<file path="src/rtl/led_pkg.sv">
// rtl/led_pkg.sv - shared types and helpers for the LED matrix scanner
package led_pkg;

    // Scan phase of the current column.
    typedef enum logic {
        ST_BLANK = 1'b0,
        ST_LIT   = 1'b1
    } scan_state_t;

    // Number of lit PWM ticks per column for a given pixel depth.
    function automatic int lit_ticks(input int bpp);
        return (1 << bpp) - 1;
    endfunction

    // Converts a logical "on" into the electrical pin level.
    function automatic logic pin_level(input logic active, input logic act_low);
        return active ^ act_low;
    endfunction

endpackage

</file>
<file path="src/rtl/led_scan_timer.sv">
// rtl/led_scan_timer.sv - prescaler, BLANK/LIT scan FSM, PWM and column counters
//
// Ports:
//   clk12MHz, rst_n  clock, async active-low reset
//   tick             one-cycle strobe every PRESCALE clocks
//   lit              current column is in its lit phase
//   pwm_cnt          PWM step within the lit phase (0..2^BPP-2)
//   col_idx          column being scanned
//   frame_end        position is the last lit tick of the last column (qualify with tick)
//   frame_start      one-cycle pulse in the first cycle column 0 is lit
module led_scan_timer
    import led_pkg::*;
#(
    parameter int PRESCALE    = 1500,
    parameter int BLANK_TICKS = 1,
    parameter int BPP         = 3,
    parameter int COLS        = 4,
    parameter int COL_W       = 2
) (
    input  logic             clk12MHz,
    input  logic             rst_n,
    output logic             tick,
    output logic             lit,
    output logic [BPP-1:0]   pwm_cnt,
    output logic [COL_W-1:0] col_idx,
    output logic             frame_end,
    output logic             frame_start
);

    localparam int LIT_TICKS = lit_ticks(BPP);
    localparam int PW        = $clog2(PRESCALE);
    localparam int BW        = $clog2(BLANK_TICKS + 2);

    logic [PW-1:0]    presc_q;
    scan_state_t      state_q, state_d;
    logic [BW-1:0]    blank_q, blank_d;
    logic [BPP-1:0]   pwm_q, pwm_d;
    logic [COL_W-1:0] col_q, col_d;
    logic             fs_q, fs_d;
    logic             last_blank, last_pwm, last_col;

    assign tick       = (presc_q == PW'(PRESCALE - 1));
    assign last_blank = (BLANK_TICKS == 0) || (blank_q == BW'(BLANK_TICKS - 1));
    assign last_pwm   = (pwm_q == BPP'(LIT_TICKS - 1));
    assign last_col   = (col_q == COL_W'(COLS - 1));

    assign lit         = (state_q == ST_LIT);
    assign pwm_cnt     = pwm_q;
    assign col_idx     = col_q;
    assign frame_end   = lit && last_pwm && last_col;
    assign frame_start = fs_q;

    always_ff @(posedge clk12MHz or negedge rst_n) begin
        if (!rst_n) begin
            presc_q <= '0;
        end else begin
            presc_q <= tick ? '0 : presc_q + 1'b1;
        end
    end

    always_comb begin
        state_d = state_q;
        blank_d = blank_q;
        pwm_d   = pwm_q;
        col_d   = col_q;
        fs_d    = 1'b0;
        if (tick) begin
            if (state_q == ST_BLANK) begin
                if (last_blank) begin
                    state_d = ST_LIT;
                    blank_d = '0;
                    pwm_d   = '0;
                    fs_d    = (col_q == '0);
                end else begin
                    blank_d = blank_q + 1'b1;
                end
            end else begin
                if (last_pwm) begin
                    pwm_d = '0;
                    col_d = last_col ? '0 : col_q + 1'b1;
                    // Without blanking the next column is lit straight away.
                    if (BLANK_TICKS == 0) begin
                        fs_d = last_col;
                    end else begin
                        state_d = ST_BLANK;
                    end
                end else begin
                    pwm_d = pwm_q + 1'b1;
                end
            end
        end
    end

    always_ff @(posedge clk12MHz or negedge rst_n) begin
        if (!rst_n) begin
            state_q <= ST_BLANK;
            blank_q <= '0;
            pwm_q   <= '0;
            col_q   <= '0;
            fs_q    <= 1'b0;
        end else begin
            state_q <= state_d;
            blank_q <= blank_d;
            pwm_q   <= pwm_d;
            col_q   <= col_d;
            fs_q    <= fs_d;
        end
    end

endmodule

</file>
<file path="src/rtl/led_matrix_scanner.sv">
// rtl/led_matrix_scanner.sv - double-buffered grayscale LED matrix column scanner
//
// Ports:
//   clk12MHz, rst_n  clock, async active-low reset
//   wr_en/wr_col/wr_data  write one column of the back buffer (row r = wr_data[r*BPP +: BPP])
//   swap_req         request front/back exchange at the next frame end
//   swap_pending     swap requested but not yet performed
//   swap_ack         one-cycle pulse when the swap takes effect
//   frame_start      one-cycle pulse when column 0 begins its lit phase
//   row, col         registered LED pins, polarity set by ROW_ACT_LOW / COL_ACT_LOW
module led_matrix_scanner
    import led_pkg::*;
#(
    parameter int ROWS        = 8,
    parameter int COLS        = 4,
    parameter int BPP         = 3,
    parameter int PRESCALE    = 1500,
    parameter int BLANK_TICKS = 1,
    parameter int ROW_ACT_LOW = 1,
    parameter int COL_ACT_LOW = 1
) (
    input  logic                    clk12MHz,
    input  logic                    rst_n,
    input  logic                    wr_en,
    input  logic [$clog2(COLS)-1:0] wr_col,
    input  logic [ROWS*BPP-1:0]     wr_data,
    input  logic                    swap_req,
    output logic                    swap_pending,
    output logic                    swap_ack,
    output logic                    frame_start,
    output logic [ROWS-1:0]         row,
    output logic [COLS-1:0]         col
);

    localparam int   COL_W    = $clog2(COLS);
    localparam logic ROW_LOW  = (ROW_ACT_LOW != 0);
    localparam logic COL_LOW  = (COL_ACT_LOW != 0);

    logic             tick, lit, frame_end;
    logic [BPP-1:0]   pwm_cnt;
    logic [COL_W-1:0] col_idx;

    logic                sel_q, pending_q, ack_q;
    logic                swap_now, wr_ok;
    logic [ROWS*BPP-1:0] fb_q [2][COLS];
    logic [ROWS-1:0]     row_d, row_q;
    logic [COLS-1:0]     col_d, col_q;

    led_scan_timer #(
        .PRESCALE    (PRESCALE),
        .BLANK_TICKS (BLANK_TICKS),
        .BPP         (BPP),
        .COLS        (COLS),
        .COL_W       (COL_W)
    ) u_timer (
        .clk12MHz    (clk12MHz),
        .rst_n       (rst_n),
        .tick        (tick),
        .lit         (lit),
        .pwm_cnt     (pwm_cnt),
        .col_idx     (col_idx),
        .frame_end   (frame_end),
        .frame_start (frame_start)
    );

    assign swap_now = tick && frame_end && pending_q;
    // Non-power-of-two COLS leaves unused wr_col codes; those writes are dropped.
    assign wr_ok    = wr_en && ({1'b0, wr_col} < (COL_W + 1)'(COLS));

    // Writes target the bank that is back in this cycle, even in the swap cycle.
    always_ff @(posedge clk12MHz or negedge rst_n) begin
        if (!rst_n) begin
            for (int b = 0; b < 2; b++) begin
                for (int c = 0; c < COLS; c++) begin
                    fb_q[b][c] <= '0;
                end
            end
        end else if (wr_ok) begin
            fb_q[~sel_q][wr_col] <= wr_data;
        end
    end

    // A request arriving in the swap cycle re-arms pending for the next frame.
    always_ff @(posedge clk12MHz or negedge rst_n) begin
        if (!rst_n) begin
            sel_q     <= 1'b0;
            pending_q <= 1'b0;
            ack_q     <= 1'b0;
        end else begin
            sel_q     <= sel_q ^ swap_now;
            ack_q     <= swap_now;
            pending_q <= swap_now ? swap_req : (pending_q | swap_req);
        end
    end

    assign swap_pending = pending_q;
    assign swap_ack     = ack_q;

    always_comb begin
        row_d = '0;
        col_d = '0;
        for (int r = 0; r < ROWS; r++) begin
            row_d[r] = pin_level(lit && (fb_q[sel_q][col_idx][r*BPP +: BPP] > pwm_cnt), ROW_LOW);
        end
        for (int c = 0; c < COLS; c++) begin
            col_d[c] = pin_level(lit && (col_idx == COL_W'(c)), COL_LOW);
        end
    end

    always_ff @(posedge clk12MHz or negedge rst_n) begin
        if (!rst_n) begin
            row_q <= {ROWS{ROW_LOW}};
            col_q <= {COLS{COL_LOW}};
        end else begin
            row_q <= row_d;
            col_q <= col_d;
        end
    end

    assign row = row_q;
    assign col = col_q;

endmodule

</file>
<file path="config.mk">
export PLATFORM = sky130hd
export DESIGN_NAME = led_matrix_scanner
export DESIGN_NICKNAME = d
export VERILOG_FILES = /design/src/rtl/led_pkg.sv /design/src/rtl/led_scan_timer.sv /design/src/rtl/led_matrix_scanner.sv
export SDC_FILE = /design/constraint.sdc
export NUM_CORES = 1
export LEC_CHECK = 0
export ABC_AREA = 1
export BUFFER_PORTS_ARGS = -buffer_cell sky130_fd_sc_hd__buf_2
export CELL_PAD_IN_SITES_DETAIL_PLACEMENT = 1
export CELL_PAD_IN_SITES_GLOBAL_PLACEMENT = 2
export CORE_UTILIZATION = 34
export DETAILED_ROUTE_END_ITERATION = 12
export PLACE_DENSITY_LB_ADDON = 0.1
export SLEW_MARGIN = 20
export SYNTH_ARGS = -nofsm -noshare
export SYNTH_HDL_FRONTEND = slang
export SYNTH_SLANG_ARGS = --single-unit
</file>
<file path="constraint.sdc">
create_clock -name clk12MHz -period 1.8 [get_ports clk12MHz]
set_input_delay 0.36 -clock clk12MHz [delete_from_list [all_inputs] [get_ports clk12MHz]]
set_output_delay 0.36 -clock clk12MHz [all_outputs]
set_load 0.01 [all_outputs]
</file>
==> qor.json <==
{
  "seq_power_share": {"value": 0.455},
  "final_min_period_over_clock_period": {"value": 1.046},
  "detailedPlacementHpwl": {"value": 20.09, "unit": "mm"},
  "cp_data_required_time": {"value": 2260, "unit": "ps"},
  "grt.total_usage": {"value": 0.2169},
  "detail_route.vias_per_cell": {"value": 5.017},
  "worst-endpoint-arrival": {"value": 2340, "unit": "ps"},
  "cellInternalPower": {"value": 9.513, "unit": "mW"},
  "maximum_number_of_pins_on_one_net_before_global_route_repair": {"value": 49},
  "critical_path_top_delay_cell": {"value": "dfrtp_2"},
  "power.switching_fraction": {"value": 0.2316},
  "synth_top_cells_by_count": {"value": "nand2_1 (285), dfrtp_1 (215), o21ai_0 (186), nor2_1 (136), o21ai_1 (100)"},
  "synth_top_area_cell": {"value": "dfrtp_1"},
  "synth_enable_flop_cells": {"value": 0},
  "critical-path-max-stage-delay": {"value": 500, "unit": "ps"},
  "tightest_slew": {"value": 382.3, "unit": "ps"},
  "worst_r2r_endpoint": {"value": "row[5]$_DFF_PN1_"},
  "postLayoutCellArea": {"value": 13070, "unit": "sq um"},
  "p_sw": {"value": 2.867, "unit": "mW"},
  "postRouteWirelength": {"value": 33.03, "unit": "mm"},
  "cts_root_buffer": {"value": "clkbuf_16"},
  "drt-pass1-iter-count": {"value": 4},
  "critical_path.startpoint_type": {"value": "flop"},
  "depth_of_the_worst_register_to_register_path": {"value": 10},
  "netlist_area": {"value": 10570, "unit": "sq um"},
  "detailed_route_wire_length_per_cell": {"value": 19.19, "unit": "um"},
  "drc": {"value": 0},
  "finalCriticalPeriod": {"value": 1882, "unit": "ps"},
  "vdd_ir_drop_max": {"value": 0.0006226, "unit": "V"},
  "max_cap_viol_count": {"value": 0},
  "placed_inst_area": {"value": 11640, "unit": "sq um"},
  "number_of_filler_instances_in_the_final_layout": {"value": 3554},
  "synth_cell_types": {"value": 29},
  "clockPowerShare": {"value": 0.495},
  "min_path_type": {"value": "input pin to flop"},
  "worstPathCellList": {"value": "buf_12, buf_4, nor2_1, nor2_1, o21ai_1, o211ai_1, nand2_1, ha_1, nand3_1, nand3_1"},
  "hp-start": {"value": "wr_data[12]"},
  "port_buffer_cells": {"value": 44},
  "numPlacedInstances": {"value": 1658},
  "share_comb_of_total_power": {"value": 0.050},
  "ys_dominant_reg_cell": {"value": "dfrtp_1"},
  "clock_insertion_delay_worst_skew": {"value": 540, "unit": "ps"},
  "postLayoutSetupSlackWorst": {"value": -82.38, "unit": "ps"},
  "first_global_vias": {"value": 9123},
  "die_outline_area": {"value": 31800, "unit": "sq um"},
  "setup.reg_to_reg.worst_slack": {"value": -80, "unit": "ps"},
  "place.gp.congestion": {"value": 0.7602},
  "h_tree_lvl_count": {"value": 1},
  "cts.path.max_buffers": {"value": 3},
  "setup_violations": {"value": 8},
  "power.density_cell_area": {"value": 947.2, "unit": "nW/um^2"},
  "synth_area_leaders": {"value": "dfrtp_1 (51%), nand2_1 (10%), o21ai_0 (8.8%), nor2_1 (4.8%), o21ai_1 (4.7%)"},
  "initial_antenna_violation_count": {"value": 0},
  "unrepaired_setup_endpoints_after_global_routing": {"value": "true"},
  "clock_sinks": {"value": 227},
  "die_wd": {"value": 178.3, "unit": "um"},
  "fp.dieH": {"value": 178.3, "unit": "um"},
  "ys.warnings.count": {"value": 0},
  "layout-area-overhead-vs-synth": {"value": 23.65, "unit": "%"},
  "critPathMaxFanout": {"value": 20},
  "synth_seq_cells": {"value": 227},
  "tritoncts.num_buffers": {"value": 28},
  "initialDrtViolationCount": {"value": 491},
  "routed-via-count": {"value": 8634},
  "slew_headroom": {"value": 0.7451},
  "p_leak": {"value": 6.161, "unit": "nW"},
  "instances_no_fill": {"value": 1721},
  "startpoint_of_the_lowest_slack_register_to_register_path": {"value": "sel_q$_DFF_PN0_"},
  "route.antenna.remaining_nets": {"value": 0},
  "finish.net_count": {"value": 1364},
  "io_pins": {"value": 45},
  "syn_nets": {"value": 1298},
  "status": {"value": "finished, violations left"},
  "tritoncts": {"value": "done"},
  "first_pass_grt_wire_length": {"value": 53.14, "unit": "mm"},
  "criticalPathCategory": {"value": "flop to flop"},
  "library_cell_with_the_highest_instance_count_after_synthesis": {"value": "nand2_1"},
  "clk_transition_reported_paths": {"value": 60, "unit": "ps"},
  "p_total": {"value": 12.38, "unit": "mW"},
  "synthCells": {"value": 1237},
  "finalClockSkew": {"value": 12.53, "unit": "ps"},
  "synth.avg_cell_area": {"value": 8.545, "unit": "sq um"},
  "final-max-slew-violation-count": {"value": 0},
  "endpoint_kind": {"value": "flop"},
  "initial_utilization": {"value": 0.3455},
  "global_route.overflow_total": {"value": 0},
  "proportion_of_synthesized_chip_area_in_sequential_cells": {"value": 0.5388},
  "post_route_cells_drive_above_1_share": {"value": 0.1743},
  "finalSetupTns": {"value": -361.8, "unit": "ps"},
  "rows": {"value": 64},
  "synthDominantCellAreaShare": {"value": 0.5090},
  "diodes": {"value": 0},
  "violations": {"value": "setup timing"},
  "crit_end": {"value": "row[5]$_DFF_PN1_"},
  "fmax": {"value": 0.5312, "unit": "GHz"},
  "timing_hold_violations_final": {"value": 0},
  "worst_setup_path_startpoint": {"value": "sel_q$_DFF_PN0_"},
  "core-area": {"value": 30590, "unit": "sq um"},
  "ys_async_sr_fraction": {"value": 1.000}
}
-- cell type report --
cell class	count	area, sq um	share of cell area
well taps	396	495.5	0.03791
flip-flops and latches	227	5698	0.4360
inverters	66	256.5	0.01962
multi-input cells	865	4419	0.3381
clock buffers	43	858.3	0.06567
repair buffers	115	1190	0.09104
clock inverters	9	152.6	0.01168
-- per-layer routing --
| layer | wire (um) | share of wire | GRT usage |
|---|---|---|---|
| met5 | 0 | 0 | 0 |
| met4 | 623 | 0.019 | 0.04520 |
| met1 | 16570 | 0.50 | 0.3141 |
| met2 | 15010 | 0.45 | 0.3482 |
| met3 | 826 | 0.025 | 0.02387 |
-- flip-flops by register name, indices dropped and copies added (netlist names) --
register	count
u_timer.lit	1
u_timer.frame_start	1
u_timer.pwm_cnt	3
u_timer.blank_q	2
row	8
fb_q	192
u_timer.presc_q	11
swap_pending	1
u_timer.col_idx	2
col	4
swap_ack	1
sel_q	1
-- logic make-up after synthesis --
group,synth area share
buffers and inverters,0.06747
flip-flops,0.5388
adder cells (fa/ha/maj),0.03669
AND/OR/NAND/NOR,0.1705
XOR/XNOR,0.004143
AO/OA/AOI/OAI,0.1824
-- cell usage in the layout (no fill, tap or decap), types with 4 or more instances in the layout --
cell       synthesis  routed
o22ai_1           32      32
buf_6             13       5
a21oi_1           34      30
nor2_1           136     129
clkbuf_8           0       8
o21ai_1          100     134
bufinv_16          0       4
clkbuf_16          0      30
buf_4             13      33
xor2_1             4       4
inv_2              4       4
dfstp_2           12      12
a21oi_2            0       4
clkbuf_1          35       6
dfrtp_1          215     213
nand2_2            1      16
o21ai_0          186     143
nand2_1          285     270
ha_4               0      11
nor2_2             0       6
o211ai_1          16      16
inv_1             61      60
o21ai_2            0       9
ha_1              31      20
buf_2             16      43
nand3_1           29      28
buf_12             0      27
-- worst max-delay path: cells and delay by family (launching register included) --
family / cells / cell delay, ps
AO/OA/AOI/OAI: 2 / 180
adder cells (fa/ha/maj): 1 / 310
buffers and inverters: 2 / 370
flip-flops: 1 / 500
AND/OR/NAND/NOR: 5 / 450
-- stage by stage --
step	util	setup WS (ps)	hold slack (ps)
floorplan	-	63.69	64.41
global placement	0.3804	-50.38	286.6
detailed placement	0.3804	-102.0	285.6
CTS	0.4215	-76.66	27.20
global route	0.4273	-185.2	48.34
finish	0.4273	-82.38	41.51
-- how the worst min path moves through the flow --
| stage | endpoint | slack (ps) | cells past startpoint |
|---|---|---|---|
| after floorplan | fb_q[0]$_DFFE_PN0P_ | 60 | 0 |
| after global placement | u_timer.presc_q[3]$_DFF_PN0_ | 290 | 1 |
| after detailed placement | u_timer.presc_q[7]$_DFF_PN0_ | 290 | 1 |
| after CTS | fb_q[108]$_DFFE_PN0P_ | 30 | 3 |
| after global routing | fb_q[102]$_DFFE_PN0P_ | 50 | 3 |
| final | fb_q[108]$_DFFE_PN0P_ | 40 | 3 |
-- power by group through the flow --
stage	Sequential [mW]	Combinational (mW)	Clock, mW
after CTS	5.63	0.641	6.27
final	5.64	0.618	6.12
after detailed placement	5.72	0.637	0
after global placement	5.71	0.613	0
after floorplan	5.66	0.347	0
after global routing	5.68	0.740	6.47
-- repair_timing --
action / CTS / global route
buffers inserted: 3 / 3
setup endpoints to repair: 8 / 15
resized for setup: 50 / 45
endpoints found under the hold margin: 31 / 0
cloned: 2 / 1
pin swaps: 4 / 6
hold buffers: 2 / 0
Note: power is estimated with default switching activity, not from simulation.
